**src/rtl/mips_isa_pkg.sv**
```systemverilog
// rtl/mips_isa_pkg.sv - MIPS mnemonic codes, opcode/funct constants and encoder FSM states
// Contents:
//   mnem_e     symbolic instruction codes 0..27; codes 28..31 are illegal
//   OP_* / F_* standard MIPS primary opcodes and SPECIAL funct values
//   state_e    encoder control states
//   funct_of / opcode_of  mnemonic-to-field lookups
package mips_isa_pkg;

  typedef enum logic [4:0] {
    M_ADD, M_SUB, M_AND, M_OR, M_SLT, M_SLTU, M_ADDU, M_SUBU, M_SLL, M_NOR,
    M_SRL, M_SLLV, M_JR, M_JALR, M_XOR, M_SRA, M_SRAV, M_ADDI, M_ORI, M_LW,
    M_SW, M_BEQ, M_LUI, M_SLTI, M_ANDI, M_J, M_JAL, M_BNE
  } mnem_e;

  localparam logic [4:0] MNEM_LAST = 5'd27;

  localparam logic [5:0] OP_SPECIAL = 6'h00, OP_J = 6'h02, OP_JAL = 6'h03,
                         OP_BEQ = 6'h04, OP_BNE = 6'h05, OP_ADDI = 6'h08,
                         OP_SLTI = 6'h0a, OP_ANDI = 6'h0c, OP_ORI = 6'h0d,
                         OP_LUI = 6'h0f, OP_LW = 6'h23, OP_SW = 6'h2b;

  localparam logic [5:0] F_SLL = 6'h00, F_SRL = 6'h02, F_SRA = 6'h03,
                         F_SLLV = 6'h04, F_SRAV = 6'h07, F_JR = 6'h08,
                         F_JALR = 6'h09, F_ADD = 6'h20, F_ADDU = 6'h21,
                         F_SUB = 6'h22, F_SUBU = 6'h23, F_AND = 6'h24,
                         F_OR = 6'h25, F_XOR = 6'h26, F_NOR = 6'h27,
                         F_SLT = 6'h2a, F_SLTU = 6'h2b;

  typedef enum logic [1:0] {S_RUN, S_DRAIN, S_DONE} state_e;

  function automatic logic [5:0] funct_of(input logic [4:0] m);
    case (m)
      M_ADD:  return F_ADD;
      M_ADDU: return F_ADDU;
      M_SUB:  return F_SUB;
      M_SUBU: return F_SUBU;
      M_AND:  return F_AND;
      M_OR:   return F_OR;
      M_XOR:  return F_XOR;
      M_NOR:  return F_NOR;
      M_SLT:  return F_SLT;
      M_SLTU: return F_SLTU;
      M_SLL:  return F_SLL;
      M_SRL:  return F_SRL;
      M_SRA:  return F_SRA;
      M_SLLV: return F_SLLV;
      M_SRAV: return F_SRAV;
      M_JR:   return F_JR;
      M_JALR: return F_JALR;
      default: return 6'h00;
    endcase
  endfunction

  function automatic logic [5:0] opcode_of(input logic [4:0] m);
    case (m)
      M_ADDI: return OP_ADDI;
      M_ORI:  return OP_ORI;
      M_ANDI: return OP_ANDI;
      M_SLTI: return OP_SLTI;
      M_LW:   return OP_LW;
      M_SW:   return OP_SW;
      M_BEQ:  return OP_BEQ;
      M_BNE:  return OP_BNE;
      M_LUI:  return OP_LUI;
      M_J:    return OP_J;
      M_JAL:  return OP_JAL;
      default: return OP_SPECIAL;
    endcase
  endfunction

endpackage

```
**src/rtl/mips_instr_encoder_if.sv**
```systemverilog
// rtl/mips_instr_encoder_if.sv - request/word handshake bundle for the instruction encoder
// Signals:
//   in_valid/in_ready + in_mnem, in_rs, in_rt, in_rd, in_shamt, in_imm : symbolic request
//   out_valid/out_ready + out_instr, out_addr                          : encoded word stream
// Modports: master = request producer / word consumer, slave = encoder
interface mips_instr_encoder_if #(parameter int ADDR_W = 8);
  logic              in_valid;
  logic              in_ready;
  logic [4:0]        in_mnem;
  logic [4:0]        in_rs;
  logic [4:0]        in_rt;
  logic [4:0]        in_rd;
  logic [4:0]        in_shamt;
  logic [25:0]       in_imm;
  logic              out_valid;
  logic              out_ready;
  logic [31:0]       out_instr;
  logic [ADDR_W-1:0] out_addr;

  modport master (
    output in_valid, in_mnem, in_rs, in_rt, in_rd, in_shamt, in_imm, out_ready,
    input  in_ready, out_valid, out_instr, out_addr
  );

  modport slave (
    input  in_valid, in_mnem, in_rs, in_rt, in_rd, in_shamt, in_imm, out_ready,
    output in_ready, out_valid, out_instr, out_addr
  );
endinterface

```
**src/rtl/enc_fifo2.sv**
```systemverilog
// rtl/enc_fifo2.sv - two-entry FIFO holding encoded words; occupancy doubles as per-entry valid
// Ports:
//   clk, rst           clock, synchronous active-high reset (empties the FIFO, clears storage)
//   push, push_data    write request and word (ignored when full)
//   pop, pop_data      read request (ignored when empty) and head word
//   count, full, empty occupancy and flags
module enc_fifo2 #(parameter int W = 32) (
  input  logic         clk,
  input  logic         rst,
  input  logic         push,
  input  logic [W-1:0] push_data,
  input  logic         pop,
  output logic [W-1:0] pop_data,
  output logic [1:0]   count,
  output logic         full,
  output logic         empty
);
  logic [W-1:0] mem [2];
  logic         wr_ptr, rd_ptr;
  logic         do_push, do_pop;

  assign full     = (count == 2'd2);
  assign empty    = (count == 2'd0);
  assign do_push  = push && !full;
  assign do_pop   = pop && !empty;
  assign pop_data = mem[rd_ptr];

  // Separate read/write pointers keep order intact when push and pop coincide at count 1.
  always_ff @(posedge clk) begin
    if (rst) begin
      mem[0] <= '0;
      mem[1] <= '0;
      wr_ptr <= 1'b0;
      rd_ptr <= 1'b0;
      count  <= 2'd0;
    end else begin
      if (do_push) begin
        mem[wr_ptr] <= push_data;
        wr_ptr      <= !wr_ptr;
      end
      if (do_pop) rd_ptr <= !rd_ptr;
      count <= count + 2'(do_push) - 2'(do_pop);
    end
  end
endmodule

```
**src/rtl/mips_instr_encoder.sv**
```systemverilog
// rtl/mips_instr_encoder.sv - streaming symbolic-to-machine-word MIPS encoder with program quota
// Ports:
//   clk, rst     clock, synchronous active-high reset
//   bus (slave)  request handshake in, encoded word + word address out
//   err_illegal  sticky flag: an illegal mnemonic (28..31) was accepted
//   err_count    saturating count of accepted illegal requests
//   busy         high while in RUN or DRAIN
module mips_instr_encoder
  import mips_isa_pkg::*;
#(
  parameter int ADDR_W    = 8,
  parameter int MAX_WORDS = 256,
  parameter int ERR_W     = 8
) (
  input  logic                 clk,
  input  logic                 rst,
  mips_instr_encoder_if.slave  bus,
  output logic                 err_illegal,
  output logic [ERR_W-1:0]     err_count,
  output logic                 busy
);
  localparam int PC_W = $clog2(MAX_WORDS + 1);

  function automatic logic [31:0] encode(input logic [4:0] m, input logic [4:0] rs,
                                         input logic [4:0] rt, input logic [4:0] rd,
                                         input logic [4:0] sh, input logic [25:0] imm);
    logic [31:0] w;
    w = 32'h0;
    case (m)
      M_SLL, M_SRL, M_SRA:
        w = {OP_SPECIAL, 5'h0, rt, rd, sh, funct_of(m)};
      M_JR:   w = {OP_SPECIAL, rs, 15'h0, F_JR};
      M_JALR: w = {OP_SPECIAL, rs, 5'h0, rd, 5'h0, F_JALR};
      M_ADD, M_ADDU, M_SUB, M_SUBU, M_AND, M_OR, M_XOR, M_NOR, M_SLT, M_SLTU,
      M_SLLV, M_SRAV:
        w = {OP_SPECIAL, rs, rt, rd, 5'h0, funct_of(m)};
      M_LUI:  w = {OP_LUI, 5'h0, rt, imm[15:0]};
      M_ADDI, M_ORI, M_ANDI, M_SLTI, M_LW, M_SW, M_BEQ, M_BNE:
        w = {opcode_of(m), rs, rt, imm[15:0]};
      M_J, M_JAL: w = {opcode_of(m), imm};
      default: w = 32'h0;
    endcase
    return w;
  endfunction

  state_e            state, state_nxt;
  logic              legal, accept, push, pop;
  logic [31:0]       enc_word, fifo_dout;
  logic [1:0]        fifo_count;
  logic              fifo_full, fifo_empty;
  logic [PC_W-1:0]   push_cnt;
  logic [ADDR_W-1:0] pop_cnt;

  assign legal    = (bus.in_mnem <= MNEM_LAST);
  // Depends only on registered state (and rst), never on out_ready.
  assign bus.in_ready  = !rst && (state == S_RUN) && !fifo_full;
  assign accept        = bus.in_valid && bus.in_ready;
  assign push          = accept && legal;
  assign bus.out_valid = (state != S_DONE) && !fifo_empty;
  assign pop           = bus.out_valid && bus.out_ready;
  assign bus.out_instr = fifo_dout;
  assign bus.out_addr  = pop_cnt;
  assign busy          = !rst && (state != S_DONE);

  assign enc_word = encode(bus.in_mnem, bus.in_rs, bus.in_rt, bus.in_rd,
                           bus.in_shamt, bus.in_imm);

  enc_fifo2 #(.W(32)) u_fifo (
    .clk       (clk),
    .rst       (rst),
    .push      (push),
    .push_data (enc_word),
    .pop       (pop),
    .pop_data  (fifo_dout),
    .count     (fifo_count),
    .full      (fifo_full),
    .empty     (fifo_empty)
  );

  always_ff @(posedge clk) begin
    if (rst) state <= S_RUN;
    else     state <= state_nxt;
  end

  always_comb begin
    state_nxt = state;
    case (state)
      S_RUN:   if (push && (push_cnt == PC_W'(MAX_WORDS - 1))) state_nxt = S_DRAIN;
      S_DRAIN: if (fifo_count == 2'd0) state_nxt = S_DONE;
      S_DONE:  state_nxt = S_DONE;
      default: state_nxt = S_RUN;
    endcase
  end

  always_ff @(posedge clk) begin
    if (rst) begin
      push_cnt    <= '0;
      pop_cnt     <= '0;
      err_illegal <= 1'b0;
      err_count   <= '0;
    end else begin
      if (push) push_cnt <= push_cnt + PC_W'(1);
      if (pop)  pop_cnt  <= pop_cnt + ADDR_W'(1);
      if (accept && !legal) begin
        err_illegal <= 1'b1;
        if (err_count != {ERR_W{1'b1}}) err_count <= err_count + ERR_W'(1);
      end
    end
  end
endmodule

```
**src/flat_wrapper.sv**
```systemverilog
// flat-port wrapper written by rule: the top's interface ports become plain ports
module mips_instr_encoder_flat import mips_isa_pkg::*;
#(
  parameter int ADDR_W    = 8,
  parameter int MAX_WORDS = 256,
  parameter int ERR_W     = 8
)
  (clk, rst, err_illegal, err_count, busy, bus_in_valid, bus_in_mnem, bus_in_rs, bus_in_rt, bus_in_rd, bus_in_shamt, bus_in_imm, bus_out_ready, bus_in_ready, bus_out_valid, bus_out_instr, bus_out_addr);
  mips_instr_encoder_if #(.ADDR_W(ADDR_W)) bus_i ();
  input  logic clk;
  input  logic rst;
  output logic err_illegal;
  output logic [ERR_W-1:0] err_count;
  output logic busy;
  input wire logic [$bits(bus_i.in_valid)-1:0] bus_in_valid;
  input wire logic [$bits(bus_i.in_mnem)-1:0] bus_in_mnem;
  input wire logic [$bits(bus_i.in_rs)-1:0] bus_in_rs;
  input wire logic [$bits(bus_i.in_rt)-1:0] bus_in_rt;
  input wire logic [$bits(bus_i.in_rd)-1:0] bus_in_rd;
  input wire logic [$bits(bus_i.in_shamt)-1:0] bus_in_shamt;
  input wire logic [$bits(bus_i.in_imm)-1:0] bus_in_imm;
  input wire logic [$bits(bus_i.out_ready)-1:0] bus_out_ready;
  output wire logic [$bits(bus_i.in_ready)-1:0] bus_in_ready;
  output wire logic [$bits(bus_i.out_valid)-1:0] bus_out_valid;
  output wire logic [$bits(bus_i.out_instr)-1:0] bus_out_instr;
  output wire logic [$bits(bus_i.out_addr)-1:0] bus_out_addr;
  assign bus_i.in_valid = bus_in_valid;
  assign bus_i.in_mnem = bus_in_mnem;
  assign bus_i.in_rs = bus_in_rs;
  assign bus_i.in_rt = bus_in_rt;
  assign bus_i.in_rd = bus_in_rd;
  assign bus_i.in_shamt = bus_in_shamt;
  assign bus_i.in_imm = bus_in_imm;
  assign bus_i.out_ready = bus_out_ready;
  assign bus_in_ready = bus_i.in_ready;
  assign bus_out_valid = bus_i.out_valid;
  assign bus_out_instr = bus_i.out_instr;
  assign bus_out_addr = bus_i.out_addr;
  mips_instr_encoder #(.ADDR_W(ADDR_W), .MAX_WORDS(MAX_WORDS), .ERR_W(ERR_W)) u_core (.clk(clk), .rst(rst), .bus(bus_i), .err_illegal(err_illegal), .err_count(err_count), .busy(busy));
endmodule
```
**config.mk**
```make
export PLATFORM = sky130hd
export DESIGN_NAME = mips_instr_encoder_flat
export DESIGN_NICKNAME = d
export VERILOG_FILES = /design/src/rtl/mips_isa_pkg.sv /design/src/rtl/mips_instr_encoder_if.sv /design/src/rtl/enc_fifo2.sv /design/src/rtl/mips_instr_encoder.sv /design/src/flat_wrapper.sv
export SDC_FILE = /design/constraint.sdc
export NUM_CORES = 1
export LEC_CHECK = 0
export CORE_MARGIN = 2
export CORE_UTILIZATION = 40
export DETAILED_ROUTE_END_ITERATION = 8
export DONT_BUFFER_PORTS = 1
export PLACE_DENSITY = 0.66
export SETUP_SLACK_MARGIN = 0.4
export SYNTH_ARGS = -nofsm -noshare
export SYNTH_HDL_FRONTEND = slang
export SYNTH_SLANG_ARGS = --single-unit
```
**constraint.sdc**
```tcl
create_clock -name clk -period 2.6 [get_ports clk]
set_input_delay 0.52 -clock clk [delete_from_list [all_inputs] [get_ports clk]]
set_output_delay 0.52 -clock clk [all_outputs]
set_load 0.01 [all_outputs]
```
==> qor.txt <==
status: finished clean
Bufs on Longest Clock Path: 2
HP Class: input pin to flip-flop
pre-CTS WS: 126.6 ps
f_max: 483.6 MHz
P per Cell Area: 685.5 mW/mm²
Core Footprint: 0.01272 mm²
hpwl dp: 7976 µm
vias per cell: 5.554
DP Area: 0.005388 mm²
post-route ant nets: 0
CTS Sinks: 95
final setup fails: 0
Post-CTS Resized: 0
via count: 3,682
leakage: 2.044 nW
Starting Density: 41.16%
crit start category: flip-flop
cts bufs inserted: 9
FILL cells: 1,231
Final Hold Viols: 0
CP arrival: 2070 ps
die width: 118.4 µm
Mapped Nets: 567
GPL Wtd Cong: 0.8039
CTS Hold Bufs: 0
Antenna Diode Count: 0
first drt pass iteration count: 4
hold path start: rst
Clock Latency Late Sink: 350 ps
CP max-delay cell: or3_1
peak supply drop: 422.3 µV
CTS Root Cell: clkbuf_16
port bufs: 0
syn avg cell area: 10.58 µm²
Data required, critical path: 2600 ps
register area share after synthesis: 48.17%
largest area contributor in the netlist: edfxtp_1
CTS tree: built
pin count of the biggest net entering global routing: 40
max_cap viols: 0
first-pass GRT wire length: 18,430 µm
Main synth FF type: edfxtp_1
Syn Inst Count: 495
number of flops mapped to enable cells by yosys: 62
Net count, final: 558
P&R area growth vs syn: 8.411%
CP endpoint kind: flip-flop
synthesis-stage register bit count: 95
WL per Instance: 17.59 µm
R2R Setup Slk: 530 ps
global route overflow: 0
IO Pins: 107
H-tree Lvls: 3
most common cell in the netlist: nor2_1
CP delay by family, top: simple AND/OR/NAND/NOR gates
design area: 0.005677 mm²
DRT iter0 DRCs: 327
final WL: 11,660 µm
initial antenna violation count: 0
multi-input logic area: 0.002515 mm²
Post-CTS Setup Bufs: 0
Buf+Inv Stages, Crit Path: 1
top-area cell type share of the netlist area: 35.56%
Cell variety after synth: 65
ys async rst share: 0%
critical path fanouts, max: 15
top area cells in the synthesized netlist: edfxtp_1 (36%), dfxtp_1 (13%), mux2_2 (6.9%), nor2_1 (5.4%), ha_1 (4.1%)
Die ar.: 0.01402 mm²
TNS Setup: 0 ps
FF-to-FF Start: u_core.state[1]$_SDFFE_PP0P_
Final WS setup: 532.2 ps
critical path class: flip-flop to flip-flop
worst path cell trace: inv_1 -> ha_1 -> nand4b_4 -> or3_1 -> nand2b_2
Synth Cell Area: 0.005236 mm²
die height: 118.4 µm
vias in the first global route: 3,497
row cnt: 41
DR DRC count: 0
Pins Over Slew Limit: 0
overall power: 0.003891 W
RSZ-0062 raised after global routing: yes
crit path from: u_core.state[1]$_SDFFE_PP0P_
Synth top cells by count: nor2_1 (75), edfxtp_1 (62), dfxtp_1 (33)
Final Cycle Share: 79.53%
FF+latch area: 0.002522 mm²
Tmin final: 2068 ps
Synth Warn #: 0
CTS clk-pin slew, worst paths: 60 ps
slowest stage delay, CP: 490 ps
layout cells sized above 1: 18.33%
clk_skew: 6.573 ps
gr usage total: 16.74%
==> path summary, 6_finish.rpt <==
| path | end | cells after the start |
|---|---|---|
| setup / recovery | u_core.u_fifo.mem[0][22]$_SDFFCE_PN0P_ | 5 |
| hold / removal | u_core.u_fifo.count[1]$_SDFF_PP0_ | 1 |
| setup reg to reg | u_core.u_fifo.mem[0][22]$_SDFFCE_PN0P_ | 5 |
| hold reg to reg | u_core.push_cnt[1]$_SDFFE_PP0P_ | 2 |
==> layout by cell type, fill, tap and decap left out, types with 3 or more instances in the layout <==
master     synthesis  routed
buf_4              4      14
nor2_1            75      75
and3_1            10      10
dfxtp_1           33      33
or3_1              3       3
a211oi_1          15      15
nand3_1           12      12
edfxtp_1          62      62
nand2b_1          11       9
nand2_1           23      23
a22oi_1            5       5
mux2_2            32      32
inv_1             11      11
xnor2_1           16      16
a31oi_1            3       3
ha_1              17      15
nand4_1            4       4
clkbuf_16          0      10
clkbuf_1          11       3
nor4_1             9       9
a2bb2oi_1          3       3
xor2_1             5       5
nor2b_1            6       6
nor3_1            18      18
o211ai_1           3       3
a22oi_2            7       7
a21oi_1           20      20
o21ai_0            7       7
mux2i_1            7       7
and2_1             5       5
==> registers in the layout, indices dropped and copies added, names as in the netlist, named ones only <==
| register | count |
|---|---|
| u_core.bus.out_addr | 8 |
| u_core.err_count | 8 |
| u_core.push_cnt | 9 |
| u_core.u_fifo.rd_ptr | 1 |
| u_core.u_fifo.mem | 62 |
| u_core.u_fifo.count | 2 |
| u_core.err_illegal | 1 |
| u_core.u_fifo.wr_ptr | 1 |
| u_core.state | 2 |
==> report_power, final <==
| group | switching, W | internal [W] |
|---|---|---|
| Clock | 0.000550 | 0.000706 |
| Sequential | 0.0000556 | 0.00174 |
| Combinational | 0.000489 | 0.000351 |
==> kinds of logic (layout without fill, tap and decap cells) <==
logic type,Yosys count,in the layout,share of synthesized area [%]
AND/OR/NAND/NOR,194,195,18.93
flip-flops,95,95,48.17
AO/OA/AOI/OAI,81,81,12.26
buffers and inverters,46,41,4.349
multiplexers,40,40,8.650
XOR/XNOR,21,21,3.512
adder cells (fa/ha/maj),17,17,4.062
other,1,1,0.07162
==> metrics by stage <==
step                instances  hold slack [ps]  utilization [%]
finish                    663            238.6            44.62
global route              663            220.9            44.62
CTS                       662            221.5            44.53
detailed placement        646            479.8            42.35
global placement          646            458.5            42.35
floorplan                 495            453.6                -
==> cell type report <==
class | count | area share [%]
Sequential cell | 95 | 44.43
Clock inverter | 3 | 0.2865
Clock buffer | 13 | 4.607
Inverter | 11 | 0.7274
Timing Repair Buffer | 14 | 1.851
Tap cell | 172 | 3.791
Multi-Input combinational cell | 355 | 44.30
==> routing by layer <==
metal / global-route usage (%) / share of wire [%] / vias to the layer above
met4: 6.101 / 1.6 / 0
li1: - / - / 1779
met1: 21.01 / 42 / 1764
met2: 26.45 / 48 / 125
met5: 0 / 0 / -
met3: 6.129 / 8.2 / 14
Note: power is estimated with default switching activity, not from simulation.
